--- src/rtl/keypad_div_if.sv ---
// ---------------------------------------------------------------------------
// keypad_div_if
//   Bundles the key-entry handshake and the result/status signals between
//   the keypad scanner, the division controller and the display path.
//
//   Parameter:
//     W          operand/result width in bits
//
//   Signals:
//     key_valid  one-cycle key pulse          (scanner -> controller)
//     key_code   4-bit key code               (scanner -> controller)
//     disp_val   value for the BCD converter  (controller -> display)
//     quot, rem  last quotient / remainder
//     show_rem   display shows the remainder in RESULT
//     busy       division in progress
//     done       one-cycle pulse when quot/rem update
//     div_zero   last division had a zero divisor
//     ovf        sticky digit-rejected flag
//     phase      0 ENTER_A, 1 ENTER_B, 2 DIVIDE, 3 RESULT
//
//   Modports:
//     master     key source / result consumer (scanner side, testbench)
//     slave      the division controller
// ---------------------------------------------------------------------------
interface keypad_div_if #(
    parameter int W = 8
);
    logic         key_valid;
    logic [3:0]   key_code;
    logic [W-1:0] disp_val;
    logic [W-1:0] quot;
    logic [W-1:0] rem;
    logic         show_rem;
    logic         busy;
    logic         done;
    logic         div_zero;
    logic         ovf;
    logic [1:0]   phase;

    modport master (
        output key_valid, key_code,
        input  disp_val, quot, rem, show_rem, busy, done, div_zero, ovf, phase
    );

    modport slave (
        input  key_valid, key_code,
        output disp_val, quot, rem, show_rem, busy, done, div_zero, ovf, phase
    );
endinterface

--- src/rtl/keypad_div_ctrl.sv ---
// ---------------------------------------------------------------------------
// keypad_div_ctrl
//   Keypad-driven division controller. Accumulates two decimal operands from
//   single-cycle key pulses, divides A by B with a W-bit restoring divider
//   (one quotient bit per clock), and presents quotient or remainder on the
//   display bus.
//
//   Parameters:
//     W        operand/result width in bits (4..16)
//     DIGITS   maximum decimal digits accepted per operand
//
//   Ports:
//     clk      clock
//     rst      asynchronous, active-low reset
//     bus      keypad_div_if.slave: key_valid/key_code in; disp_val, quot,
//              rem, show_rem, busy, done, div_zero, ovf, phase out
//
//   Key codes: 0-9 digit, 0xA enter, 0xB toggle quotient/remainder,
//              0xC clear, 0xD-0xF ignored.
//
//   Build option:
//     KDIV_CHAIN_EN  when defined, Enter in RESULT loads the quotient as the
//                    next dividend and jumps to divisor entry (chained
//                    division). When undefined, Enter in RESULT is ignored.
// ---------------------------------------------------------------------------
module keypad_div_ctrl #(
    parameter int W      = 8,
    parameter int DIGITS = 3
) (
    input  logic         clk,
    input  logic         rst,
    keypad_div_if.slave  bus
);

    // Phase encoding is visible on the phase output, so it is fixed here.
    localparam logic [1:0] ENTER_A = 2'd0;
    localparam logic [1:0] ENTER_B = 2'd1;
    localparam logic [1:0] DIVIDE  = 2'd2;
    localparam logic [1:0] RESULT  = 2'd3;

    localparam logic [3:0] KEY_ENTER  = 4'hA;
    localparam logic [3:0] KEY_TOGGLE = 4'hB;
    localparam logic [3:0] KEY_CLEAR  = 4'hC;

    localparam int CW = $clog2(DIGITS + 1);  // digit counter width
    localparam int IW = $clog2(W);           // divider bit-index width

    localparam logic [W-1:0] ALL_ONES = '1;

    // ------------------------------------------------------------------
    // State
    // ------------------------------------------------------------------
    logic [1:0]    state;
    logic [W-1:0]  acc;          // operand being typed
    logic [CW-1:0] dig_cnt;      // digits accepted into acc
    logic [W-1:0]  a_reg;        // dividend
    logic [W-1:0]  b_reg;        // divisor
    logic [W-1:0]  r_work;       // partial remainder (always < b_reg)
    logic [W-1:0]  q_work;       // quotient bits shifted in so far
    logic [IW-1:0] bit_idx;      // dividend bit consumed by next iteration
    logic [W-1:0]  quot_r;
    logic [W-1:0]  rem_r;
    logic          show_rem_r;
    logic          done_r;
    logic          div_zero_r;
    logic          ovf_r;

    // ------------------------------------------------------------------
    // Digit accumulation: cand = acc*10 + d, computed 4 bits wider than
    // acc so an out-of-range candidate is detected instead of wrapping.
    // ------------------------------------------------------------------
    logic          is_digit;
    logic [W+3:0]  acc_ext;
    logic [W+3:0]  cand;
    logic          digit_ok;

    assign is_digit = (bus.key_code <= 4'd9);
    assign acc_ext  = {4'b0000, acc};
    assign cand     = (acc_ext << 3) + (acc_ext << 1) + {{W{1'b0}}, bus.key_code};
    assign digit_ok = (dig_cnt < CW'(DIGITS)) && (cand <= {4'b0000, ALL_ONES});

    // ------------------------------------------------------------------
    // Restoring-divide iteration. The shifted remainder needs W+1 bits;
    // trial[W] is the borrow, i.e. the sign of the trial subtraction.
    // ------------------------------------------------------------------
    logic [W:0]    trial_in;
    logic [W:0]    trial;
    logic          sub_ok;
    logic [W-1:0]  r_next;
    logic [W-1:0]  q_next;

    assign trial_in = {r_work, a_reg[bit_idx]};
    assign trial    = trial_in - {1'b0, b_reg};
    assign sub_ok   = ~trial[W];
    // On success the difference is < b_reg; on restore trial_in < b_reg.
    // Either way the result fits in W bits.
    assign r_next   = sub_ok ? trial[W-1:0] : trial_in[W-1:0];
    assign q_next   = {q_work[W-2:0], sub_ok};

    // ------------------------------------------------------------------
    // Sequential control
    // ------------------------------------------------------------------
    // NOTE: every register here is plain flop state (no memory arrays), so
    // all of it is cleared by the asynchronous reset; outputs follow at once.
    always_ff @(posedge clk or negedge rst) begin
        if (!rst) begin
            state      <= ENTER_A;
            acc        <= '0;
            dig_cnt    <= '0;
            a_reg      <= '0;
            b_reg      <= '0;
            r_work     <= '0;
            q_work     <= '0;
            bit_idx    <= '0;
            quot_r     <= '0;
            rem_r      <= '0;
            show_rem_r <= 1'b0;
            done_r     <= 1'b0;
            div_zero_r <= 1'b0;
            ovf_r      <= 1'b0;
        end else begin
            // NOTE: non-blocking assignments throughout, so every branch
            // below reads the pre-edge values of the registers it tests.
            done_r <= 1'b0;

            if (bus.key_valid && bus.key_code == KEY_CLEAR) begin
                // Clear beats anything else, including a final divide
                // iteration on the same edge; the last result is kept.
                state      <= ENTER_A;
                acc        <= '0;
                dig_cnt    <= '0;
                ovf_r      <= 1'b0;
                show_rem_r <= 1'b0;
            end else begin
                case (state)
                    ENTER_A, ENTER_B: begin
                        if (bus.key_valid) begin
                            if (is_digit) begin
                                if (digit_ok) begin
                                    acc     <= cand[W-1:0];
                                    dig_cnt <= dig_cnt + CW'(1);
                                end else begin
                                    ovf_r <= 1'b1;
                                end
                            end else if (bus.key_code == KEY_ENTER) begin
                                acc     <= '0;
                                dig_cnt <= '0;
                                if (state == ENTER_A) begin
                                    a_reg <= acc;
                                    state <= ENTER_B;
                                end else begin
                                    b_reg      <= acc;
                                    state      <= DIVIDE;
                                    div_zero_r <= 1'b0;
                                    r_work     <= '0;
                                    q_work     <= '0;
                                    bit_idx    <= IW'(W - 1);
                                end
                            end
                        end
                    end

                    DIVIDE: begin
                        if (b_reg == '0) begin
                            // Zero divisor: finish on the first DIVIDE edge.
                            quot_r     <= ALL_ONES;
                            rem_r      <= a_reg;
                            div_zero_r <= 1'b1;
                            done_r     <= 1'b1;
                            state      <= RESULT;
                        end else begin
                            r_work  <= r_next;
                            q_work  <= q_next;
                            bit_idx <= bit_idx - IW'(1);
                            if (bit_idx == '0) begin
                                quot_r <= q_next;
                                rem_r  <= r_next;
                                done_r <= 1'b1;
                                state  <= RESULT;
                            end
                        end
                    end

                    RESULT: begin
                        if (bus.key_valid) begin
                            if (is_digit) begin
                                // A digit starts a fresh dividend entry.
                                acc        <= W'(bus.key_code);
                                dig_cnt    <= CW'(1);
                                show_rem_r <= 1'b0;
                                ovf_r      <= 1'b0;
                                state      <= ENTER_A;
                            end else if (bus.key_code == KEY_TOGGLE) begin
                                show_rem_r <= ~show_rem_r;
                            end else if (bus.key_code == KEY_ENTER) begin
`ifdef KDIV_CHAIN_EN
                                // Chained division: the quotient (all ones
                                // after a zero divisor) becomes the dividend.
                                a_reg      <= quot_r;
                                acc        <= '0;
                                dig_cnt    <= '0;
                                show_rem_r <= 1'b0;
                                state      <= ENTER_B;
`else
                                // Enter has no effect on a displayed result.
                                state      <= RESULT;
`endif
                            end
                        end
                    end

                    default: state <= ENTER_A;
                endcase
            end
        end
    end

    // ------------------------------------------------------------------
    // Outputs
    // ------------------------------------------------------------------
    logic [W-1:0] disp_mux;

    // NOTE: disp_mux gets a default before the case so no path leaves it
    // unassigned, which would otherwise infer a latch.
    always_comb begin
        disp_mux = '0;
        case (state)
            ENTER_A, ENTER_B: disp_mux = acc;
            RESULT:           disp_mux = show_rem_r ? rem_r : quot_r;
            default:          disp_mux = '0;
        endcase
    end

    assign bus.disp_val = disp_mux;
    assign bus.quot     = quot_r;
    assign bus.rem      = rem_r;
    assign bus.show_rem = show_rem_r;
    assign bus.busy     = (state == DIVIDE);
    assign bus.done     = done_r;
    assign bus.div_zero = div_zero_r;
    assign bus.ovf      = ovf_r;
    assign bus.phase    = state;

endmodule

--- src/flat_wrapper.sv ---
// flat-port wrapper written by rule: the top's interface ports become plain ports
module keypad_div_ctrl_flat 
#(
    parameter int W      = 8,
    parameter int DIGITS = 3
)
  (clk, rst, bus_key_valid, bus_key_code, bus_disp_val, bus_quot, bus_rem, bus_show_rem, bus_busy, bus_done, bus_div_zero, bus_ovf, bus_phase);
  keypad_div_if #(.W(W)) bus_i ();
  input  logic clk;
  input  logic rst;
  input wire logic [$bits(bus_i.key_valid)-1:0] bus_key_valid;
  input wire logic [$bits(bus_i.key_code)-1:0] bus_key_code;
  output wire logic [$bits(bus_i.disp_val)-1:0] bus_disp_val;
  output wire logic [$bits(bus_i.quot)-1:0] bus_quot;
  output wire logic [$bits(bus_i.rem)-1:0] bus_rem;
  output wire logic [$bits(bus_i.show_rem)-1:0] bus_show_rem;
  output wire logic [$bits(bus_i.busy)-1:0] bus_busy;
  output wire logic [$bits(bus_i.done)-1:0] bus_done;
  output wire logic [$bits(bus_i.div_zero)-1:0] bus_div_zero;
  output wire logic [$bits(bus_i.ovf)-1:0] bus_ovf;
  output wire logic [$bits(bus_i.phase)-1:0] bus_phase;
  assign bus_i.key_valid = bus_key_valid;
  assign bus_i.key_code = bus_key_code;
  assign bus_disp_val = bus_i.disp_val;
  assign bus_quot = bus_i.quot;
  assign bus_rem = bus_i.rem;
  assign bus_show_rem = bus_i.show_rem;
  assign bus_busy = bus_i.busy;
  assign bus_done = bus_i.done;
  assign bus_div_zero = bus_i.div_zero;
  assign bus_ovf = bus_i.ovf;
  assign bus_phase = bus_i.phase;
  keypad_div_ctrl #(.W(W), .DIGITS(DIGITS)) u_core (.clk(clk), .rst(rst), .bus(bus_i));
endmodule
--- config.mk ---
export PLATFORM = sky130hd
export DESIGN_NAME = keypad_div_ctrl_flat
export DESIGN_NICKNAME = d
export VERILOG_FILES = /design/src/rtl/keypad_div_if.sv /design/src/rtl/keypad_div_ctrl.sv /design/src/flat_wrapper.sv
export SDC_FILE = /design/constraint.sdc
export NUM_CORES = 1
export LEC_CHECK = 0
export CORE_ASPECT_RATIO = 2
export CORE_MARGIN = 4
export CORE_UTILIZATION = 30
export DETAILED_ROUTE_END_ITERATION = 10
export MAX_ROUTING_LAYER = met4
export PLACE_DENSITY = 0.45
export SLEW_MARGIN = 20
export SYNTH_ARGS = -nofsm -noshare
export SYNTH_HDL_FRONTEND = slang
export SYNTH_SLANG_ARGS = --single-unit
--- constraint.sdc ---
create_clock -name clk -period 4.2 [get_ports clk]
set_input_delay 0.63 -clock clk [delete_from_list [all_inputs] [get_ports clk]]
set_output_delay 0.63 -clock clk [all_outputs]
set_load 0.01 [all_outputs]
==> After elaboration in Yosys (flattened, before gate mapping) <==
Cells that the tools add are included.
{ "totals": {"regBits": 66, "in_bits": 7, "elab_cells": 146} }
{ "classes": {"n_addsub": 5, "n_lt_le_gt_ge": 4, "n_eq_ne": 24, "muxes": 73, "bitwise": 5, "n_reduce_logical": 21} }
{ "op_table": {"columns": ["cell", "n"], "rows": [
  ["8-bit 2-to-1 mux", 18],
  ["8-bit one-hot mux with 2 select lines", 3],
  ["2-bit 2-to-1 mux", 18],
  ["6-bit AND reduction", 4],
  ["1-bit 2-to-1 mux", 21],
  ["7-bit AND reduction", 3],
  ["3-bit 2-to-1 mux", 5],
  ["7-bit one-hot mux with 2 select lines", 1],
  ["11-bit by 9-bit adder with 12-bit output", 1],
  ["12-bit by 4-bit adder with 12-bit output", 1],
  ["4-bit equality test (second input constant)", 3],
  ["12-bit by 8-bit <= comparator with 1-bit output (second input constant)", 1],
  ["4-bit by 1-bit != test with 1-bit output (second input constant)", 3],
  ["3-bit by 1-bit != test with 1-bit output (second input constant)", 3],
  ["9-bit by 8-bit subtractor with 9-bit output", 1],
  ["8-bit logical NOT", 1],
  ["2-bit != test (second input constant)", 4],
  ["2-bit nonzero test", 4],
  ["7-bit 2-to-1 mux", 1],
  ["3-bit by 2-bit != test with 1-bit output (second input constant)", 2],
  ["3-bit != test (second input constant)", 2],
  ["2-bit one-hot mux with 3 select lines", 1],
  ["3-bit one-hot mux with 2 select lines", 1],
  ["3-bit AND reduction", 2],
  ["19 further kinds", 28]
]} }

==> Logic depth before layout (Yosys ltp) <==
Gate-level depths: netlist of run 1.
{ "logic_depth": {"ltp_word": 9, "depth_mapped": 11} }

==> Worst setup path after synthesis of run 1 <==
Ideal clock, no wire load.
{ "synth_timing": {"path_type": "input-to-reg", "startpoint": "in bus_key_code[3]", "endpoint": "reg u_core.acc[1]", "setup_time_ns": 0.125, "arrival_time_ns": 3.215, "slack_ns": 0.860, "cell_stages": 11, "n_path_buf": 1, "path_cell_list": "inv_1 fa_1 inv_1 ha_1 a211o_1 a2111oi_1 a211o_2 o211ai_4 o31a_1 buf_6 mux2_4"} }
{ "synth_between": {"elab_chain_len": 5, "elab_cells_between_ends": 18, "classes_between": "1 x add/sub; 2 x order compare; 7 x eq/ne; 4 x mux; 4 x reduce/logical"} }
{ "synth_lines": {"columns": ["item", "line_no", "rtl"], "rows": [
  ["start: declaration", "flat_wrapper.sv:12", "input wire logic [$bits(bus_i.key_code)-1:0] bus_key_code;"],
  ["12-bit by 4-bit adder with 12-bit output or 4-bit <= comparator (tied branches)", "keypad_div_ctrl.sv:79, keypad_div_ctrl.sv:77", null],
  ["12-bit by 8-bit <= comparator with 1-bit output or 8-bit 2-to-1 mux (tied branches)", "keypad_div_ctrl.sv:80, keypad_div_ctrl.sv:138", null],
  ["1-bit logical AND or 8-bit 2-to-1 mux (tied branches)", "keypad_div_ctrl.sv:80, keypad_div_ctrl.sv:137", null],
  ["4-bit != test (no line) or 8-bit one-hot mux with 2 select lines (tied branches)", null, null],
  ["6-bit AND reduction (no line) or 8-bit 2-to-1 mux (tied branches)", null, null],
  ["end signal: assignment", "keypad_div_ctrl.sv:140", "acc <= cand[W-1:0];"],
  ["end signal: assignment", "keypad_div_ctrl.sv:188", "acc <= W'(bus.key_code);"],
  ["end: declaration", "keypad_div_ctrl.sv:54", "logic [W-1:0] acc;"]
]} }
Several ways; a longest one is shown, not always the timed one. The select of a mux whose other input is x is not followed.
A chain may end at the register's enable or synchronous reset.

==> Worst setup path after layout of run 1 <==
{ "layout_timing": {"startpoint": "in bus_key_code[3]", "endpoint": "reg u_core.dig_cnt[0]"} }
{ "layout_between": {"elab_chain_len": 5, "elab_cells_between_ends": 18, "classes_between": "1 x add/sub; 2 x order compare; 7 x eq/ne; 4 x mux; 4 x reduce/logical"} }
{ "layout_lines": {"columns": ["item", "line_no", "rtl"], "rows": [
  ["12-bit by 4-bit adder with 12-bit output or 4-bit <= comparator (tied branches)", "keypad_div_ctrl.sv:79, keypad_div_ctrl.sv:77", null],
  ["12-bit by 8-bit <= comparator with 1-bit output or 2-bit 2-to-1 mux (tied branches)", "keypad_div_ctrl.sv:80, keypad_div_ctrl.sv:138", null],
  ["1-bit logical AND or 2-bit 2-to-1 mux (tied branches)", "keypad_div_ctrl.sv:80, keypad_div_ctrl.sv:137", null],
  ["4-bit != test (no line) or 2-bit one-hot mux with 2 select lines (tied branches)", null, null],
  ["6-bit AND reduction (no line) or 2-bit 2-to-1 mux (tied branches)", null, null],
  ["end signal: assignment", "keypad_div_ctrl.sv:141", "dig_cnt <= dig_cnt + CW'(1);"],
  ["end: declaration", "keypad_div_ctrl.sv:55", "logic [CW-1:0] dig_cnt;"]
]} }
Several ways; a longest one is shown, not always the timed one. The select of a mux whose other input is x is not followed.

==> results of run 1 <==
==> cell families (layout without fill, tap and decap cells) <==
| logic type | count (synthesis) | count (layout) |
|---|---|---|
| AO/OA/AOI/OAI | 123 | 123 |
| XOR/XNOR | 6 | 6 |
| adder cells (fa/ha/maj) | 33 | 33 |
| buffers and inverters | 43 | 85 |
| flip-flops | 66 | 66 |
| multiplexers | 39 | 39 |
| AND/OR/NAND/NOR | 142 | 142 |
==> worst max-delay path: cells and delay by family <==
| kind | cells | cell delay (ns) |
|---|---|---|
| AOI/OAI and AO/OA | 5 | 1.59 |
| muxes | 1 | 0.34 |
| buffers and inverters | 3 | 0.60 |
| adders and majority gates | 2 | 0.89 |
==> cells in the final DEF, fill, tap and decap left out, types with 10 or more instances in the layout <==
cell type and n:
sky130_fd_sc_hd__nor2_1 46, sky130_fd_sc_hd__nand3_1 12, sky130_fd_sc_hd__o21ai_0 11, sky130_fd_sc_hd__mux2_2 20
sky130_fd_sc_hd__o21ai_1 19, sky130_fd_sc_hd__buf_4 10, sky130_fd_sc_hd__mux2i_1 11, sky130_fd_sc_hd__ha_1 30
sky130_fd_sc_hd__a21oi_1 18, sky130_fd_sc_hd__clkdlybuf4s50_1 36, sky130_fd_sc_hd__o211ai_1 10, sky130_fd_sc_hd__inv_1 21
sky130_fd_sc_hd__dfrtp_1 66, sky130_fd_sc_hd__nand2_1 37
==> per-stage QoR <==
step | util [%] | total power, uW | setup WS, ns | instances
finish | 36.6 | 5140 | 0.355 | 686
global route | 36.6 | 5580 | 0.157 | 686
CTS | 36.6 | 5250 | 0.429 | 686
detailed placement | 34.5 | 4470 | 0.0847 | 670
global placement | 34.5 | 4440 | 0.168 | 670
floorplan | - | 3370 | 0.860 | 452
==> report_power, final <==
part / switching, uW / internal (uW) / leakage (uW)
sequential: 277 / 860 / 0.000855
combinational: 1800 / 1450 / 0.00138
clock: 268 / 488 / 0.000151
total: 2340 / 2800 / 0.00239
==> final timing paths <==
check | startpoint | endpoint | slack [ns]
max | bus_key_code[3] | u_core.dig_cnt[0] | 0.35
max in group asynchronous | rst | u_core.bus.quot[6] | 2.82
min reg2reg | u_core.bus.div_zero | u_core.bus.div_zero | 0.51
min in group clk | u_core.bus.div_zero | u_core.bus.div_zero | 0.51
max reg2reg | u_core.acc[2] | u_core.dig_cnt[0] | 0.69
min | rst | u_core.r_work[7] | 0.47
==> per-layer routing <==
| layer | vias up | GRT usage [%] | routed length, um | part of all wire [%] |
|---|---|---|---|---|
| li1 | 1728 | - | - | - |
| met1 | 1739 | 17.7 | 4910 | 39 |
| met2 | 62 | 29.6 | 6970 | 55 |
| met3 | 19 | 2.11 | 317 | 2.5 |
| met4 | 0 | 6.73 | 420 | 3.3 |
| met5 | - | - | 0 | 0 |
==> final cells by class <==
class / instances / area, um^2
clock inverters: 5 / 52.6
clock buffers: 11 / 253
flip-flops and latches: 66 / 1650
multi-input cells: 343 / 2530
inverters: 22 / 82.6
repair buffers: 47 / 440
well taps: 192 / 240
fillers: 1453 / 9100
==> results.json, run 1 <==
{
  "cts_hold_buffers": 0,
  "num-nets-final": 529,
  "maxCapViolations": 0,
  "ant_nets": 0,
  "global_route.overflow_total": 0,
  "arrival_ns": 4.06,
  "simple_gate_share_of_the_synthesized_area_pct": 15.8,
  "timing.slew.headroom_pct": 34.5,
  "timing.critical_path.to_type": "flip-flop",
  "place_area_um2": 4950,
  "core.rowCount": 62,
  "crit_slowest_cell": "sky130_fd_sc_hd__fa_1",
  "synth_most_common_cell": "sky130_fd_sc_hd__dfrtp_1",
  "timing.final.crit_share_pct": 91.6,
  "first_pass_iters": 4,
  "number_of_flops_mapped_to_enable_cells_by_yosys": 0,
  "timing.setup.critical_path_class": "input pin to flip-flop",
  "synthAdderAreaFrac_pct": 9.98,
  "power_density_over_the_cells_nw_per_um2": 978,
  "die_w_um": 93.3,
  "crit_path_cell_trace": "clkdlybuf4s50_1, inv_1, fa_1, inv_1, ha_1, a211o_1, a2111oi_0, a31oi_1, o211ai_4, o31a_1, mux2_4",
  "grt_setup_unrepaired": "false",
  "synth_compound_gate_area_share_pct": 20.0,
  "synth_largest_type_area_fraction_pct": 37.9,
  "hold_slack_ns": 0.468,
  "synth.area.mux_share_pct": 10.6,
  "hp-class": "input pin to async pin",
  "crit_required_ns": 4.41,
  "crit_path_start_kind": "input pin",
  "n_antenna_cell": 0,
  "worst_path_largest_cell_delay_ns": 0.59,
  "synth_area_um2": 4360,
  "status": "completed",
  "max_clock_freq_ghz": 0.260,
  "drv_slew": 0,
  "synth-xor-area-share_pct": 1.64,
  "hpwlAfterDp_um": 9870,
  "floorplan.initialDensity_pct": 30.4,
  "postCtsResizedCells": 0,
  "postSynth.asyncResetShare_pct": 100,
  "synth.ff_latch_count": 66,
  "ys_top_cells_by_count": "66 x sky130_fd_sc_hd__dfrtp_1, 46 x sky130_fd_sc_hd__nor2_1, 37 x sky130_fd_sc_hd__nand2_1",
  "layout-area-overhead-vs-synth_pct": 20.5,
  "synth_warnings": 0,
  "drive_gt1_share_pct": 12.8,
  "postSynthCellCount": 452,
  "drc": 0,
  "finalSetupTns_ns": 0,
  "cts.repair_timing.setup_buffer_count": 0,
  "final-setup-viol-count": 0,
  "antenna_found_initial": 0,
  "cp_common_cell": "sky130_fd_sc_hd__inv_1",
  "final_cell_area_um2": 5250,
  "clockBufferDepth": 2,
  "fp.dieH_um": 179,
  "clock_tree.htree_level_count": 3,
  "cts_sinks": 66,
  "cell_at_the_root_of_the_clock_tree": "sky130_fd_sc_hd__clkbuf_16",
  "vias": 3548,
  "avgViaCountPerCell": 5.17,
  "r2r.worst_path.cells": 10,
  "boundaryPins": 38,
  "placeableCoreArea_um2": 14400,
  "worst_ir_drop_vdd_v": 0.000405,
  "tritoncts": "yes",
  "final.setup_skew_ns": 0.00323,
  "dr.first_iter.drc_count": 125,
  "postRouteWirelength_um": 12600,
  "synth_cell_types": 64,
  "netlist_top_cells_area": "sky130_fd_sc_hd__dfrtp_1 38%, sky130_fd_sc_hd__ha_1 8.6%, sky130_fd_sc_hd__mux2_2 5.2%",
  "timing.final.hold_violations": 0,
  "seq_area_frac_synth_pct": 37.9,
  "power.static_leakage_uw": 0.00239,
  "grt_start_max_net_pins": 43,
  "grt_pass1_vias": 3666,
  "clk_pin_slew_worst_paths_ns": 0.05,
  "port_buffers": 37,
  "synth.net_count": 492,
  "crit_path_max_fo": 10,
  "clk-insertion-delay-late_ns": 0.33,
  "final.min_clock_period_ns": 3.85,
  "syn-mean-instance-area_um2": 9.65,
  "netlist.top_cell.by_area": "sky130_fd_sc_hd__dfrtp_1",
  "post_drt_wl_per_cell_um": 18.4,
  "globalRouteTotalUtil_pct": 16.3,
  "design.die.area_um2": 16600,
  "finalWeightedCongestion": 0.794,
  "synthFlopType": "sky130_fd_sc_hd__dfrtp_1",
  "main_combinational_cell_family_by_area_after_synthesis": "compound AO/OA/AOI/OAI gates",
  "max_slew.worst_pin.slew_ns": 0.983,
  "numCtsBuffers": 9,
  "wire_length_of_the_first_global_routing_pass_um": 20100
}
(Power assumes the default switching activity.)
==> inputs of run 2 (changes only) <==
--- a/config.mk
+++ b/config.mk
@@ -9,8 +9,6 @@
 export CORE_MARGIN = 4
 export CORE_UTILIZATION = 30
 export DETAILED_ROUTE_END_ITERATION = 10
-export MAX_ROUTING_LAYER = met4
-export PLACE_DENSITY = 0.45
 export SLEW_MARGIN = 20
 export SYNTH_ARGS = -nofsm -noshare
 export SYNTH_HDL_FRONTEND = slang
==> run 2 against run 1 <==
  * Flip-flop and latch count did not move
  * Wire length fell by 6.1%
  * Global-route usage is 1.5 points lower
  * Non-clock buffer count is 2 lower
  * Combinational power down 2%
  * Die area is the same
  * Worst hold slack got worse by 0.033 ns
  * Sequential power about the same
  * Critical endpoint is now u_core.acc[2]
  * Largest cell class unchanged
  * Largest power group unchanged
  * Highest routed layer unchanged
==> results.json, run 2 (synthesized netlist as in run 1, its figures left out) <==
{
  "post_layout_instance_count_excluding_filler_cells": 684,
  "floorplan.initialDensity_pct": 30.4,
  "grt_setup_unrepaired": "false",
  "worst_ir_drop_vdd_v": 0.000472,
  "avgViaCountPerCell": 5.27,
  "timing.setup.critical_path_class": "input pin to flip-flop",
  "clk-insertion-delay-late_ns": 0.33,
  "design.die.area_um2": 16600,
  "numCtsBuffers": 9,
  "arrival_ns": 4.04,
  "timing.final.crit_share_pct": 91.3,
  "core.rowCount": 62,
  "cts_sinks": 66,
  "final_cell_area_um2": 5260,
  "port_buffers": 37,
  "max_slew.worst_pin.slew_ns": 0.926,
  "final-setup-viol-count": 0,
  "wire_length_of_the_first_global_routing_pass_um": 19100,
  "grt_pass1_vias": 3632,
  "maxCapViolations": 0,
  "crit_path_start_kind": "input pin",
  "num-nets-final": 527,
  "clockBufferDepth": 2,
  "final.setup_skew_ns": 0.00631,
  "grt_start_max_net_pins": 42,
  "hp-class": "input pin to async pin",
  "tritoncts": "yes",
  "globalRouteTotalUtil_pct": 14.8,
  "antenna_found_initial": 0,
  "fp.dieH_um": 179,
  "post_drt_wl_per_cell_um": 17.3,
  "place_area_um2": 4930,
  "dr.first_iter.drc_count": 170,
  "cell_at_the_root_of_the_clock_tree": "sky130_fd_sc_hd__clkbuf_16",
  "crit_required_ns": 4.41,
  "layout-area-overhead-vs-synth_pct": 20.7,
  "power.static_leakage_uw": 0.00239,
  "ant_nets": 0,
  "finalSetupTns_ns": 0,
  "drv_slew": 0,
  "final.min_clock_period_ns": 3.83,
  "power_density_over_the_cells_nw_per_um2": 976,
  "placeableCoreArea_um2": 14400,
  "postRouteWirelength_um": 11800,
  "timing.critical_path.to_type": "flip-flop",
  "placed_cells_incl_taps": 668,
  "clock_tree.htree_level_count": 3,
  "global_route.overflow_total": 0,
  "crit_path_max_fo": 10,
  "r2r.worst_path.cells": 10,
  "timing.final.hold_violations": 0,
  "postCtsResizedCells": 0,
  "status": "completed",
  "first_pass_iters": 4,
  "n_antenna_cell": 0,
  "cts.repair_timing.setup_buffer_count": 0,
  "clk_pin_slew_worst_paths_ns": 0.06,
  "final_cell_mix": "66 x sky130_fd_sc_hd__dfrtp_1, 46 x sky130_fd_sc_hd__nor2_1, 37 x sky130_fd_sc_hd__nand2_1",
  "timing.slew.headroom_pct": 38.3,
  "drive_gt1_share_pct": 12.4,
  "drc": 0,
  "cts_hold_buffers": 0,
  "boundaryPins": 38,
  "commonest_non_fill_non_tap_cell_in_the_layout": "sky130_fd_sc_hd__dfrtp_1",
  "max_clock_freq_ghz": 0.261,
  "finalWeightedCongestion": 0.832,
  "die_w_um": 93.3,
  "vias": 3606,
  "hpwlAfterDp_um": 9490
}
run 2: cell count changes in the layout (fill, tap and decap cells not counted), sizes merged:
cell    delta
buf        -2
bufinv     +1
clkbuf     -1
run 2: worst max-delay path, stage by stage:
cell and delay, ns:
sky130_fd_sc_hd__clkdlybuf4s50_1 0.48, sky130_fd_sc_hd__inv_1 0.09, sky130_fd_sc_hd__fa_1 0.60, sky130_fd_sc_hd__inv_1 0.06, sky130_fd_sc_hd__ha_1 0.31, sky130_fd_sc_hd__a211o_1 0.35, sky130_fd_sc_hd__a2111oi_0 0.36, sky130_fd_sc_hd__a31oi_1 0.14
sky130_fd_sc_hd__o211ai_4 0.17, sky130_fd_sc_hd__o31a_1 0.50, sky130_fd_sc_hd__mux2_4 0.35
run 2: path summary, 6_finish.rpt:
kind,end,start,slack (ns)
min reg2reg,u_core.q_work[6],u_core.q_work[6],0.50
max in group asynchronous,u_core.bus.rem[6],rst,2.86
max reg2reg,u_core.acc[2],u_core.acc[0],0.75
min in group clk,u_core.q_work[6],u_core.q_work[6],0.50
max,u_core.acc[2],bus_key_code[3],0.37
min,u_core.bus.quot[3],rst,0.43
run 2: cell type report:
| class | instances | area, um^2 |
|---|---|---|
| Clock buffer | 10 | 239 |
| Clock inverter | 6 | 90.1 |
| Fill cell | 1440 | 9090 |
| Inverter | 22 | 82.6 |
| Multi-Input combinational cell | 343 | 2530 |
| Sequential cell | 66 | 1650 |
| Tap cell | 192 | 240 |
| Timing Repair Buffer | 45 | 425 |
run 2: through the flow:
stage / util (%) / power (uW) / setup WS, ns / hold WS [ns]
final: 36.7 / 5140 / 0.365 / 0.435
after global routing: 36.7 / 5540 / 0.159 / 0.506
after CTS: 36.7 / 5170 / 0.355 / 0.453
after detailed placement: 34.4 / 4360 / 0.0293 / 0.487
after global placement: 34.4 / 4310 / 0.114 / 0.478
after floorplan: - / 3370 / 0.860 / 0.334
run 2: routing by layer:
layer / routed length (um) / global-route usage, % / up-vias
met5: 0 / 0 / -
li1: - / - / 1730
met3: 380 / 1.60 / 32
met4: 445 / 7.52 / 0
met1: 4180 / 15.2 / 1740
met2: 6840 / 28.8 / 104
run 2: report_power, final:
group          internal [uW]  switching (uW)
logic                   1430            1770
registers                860             278
clock network            536             271
total                   2820            2320
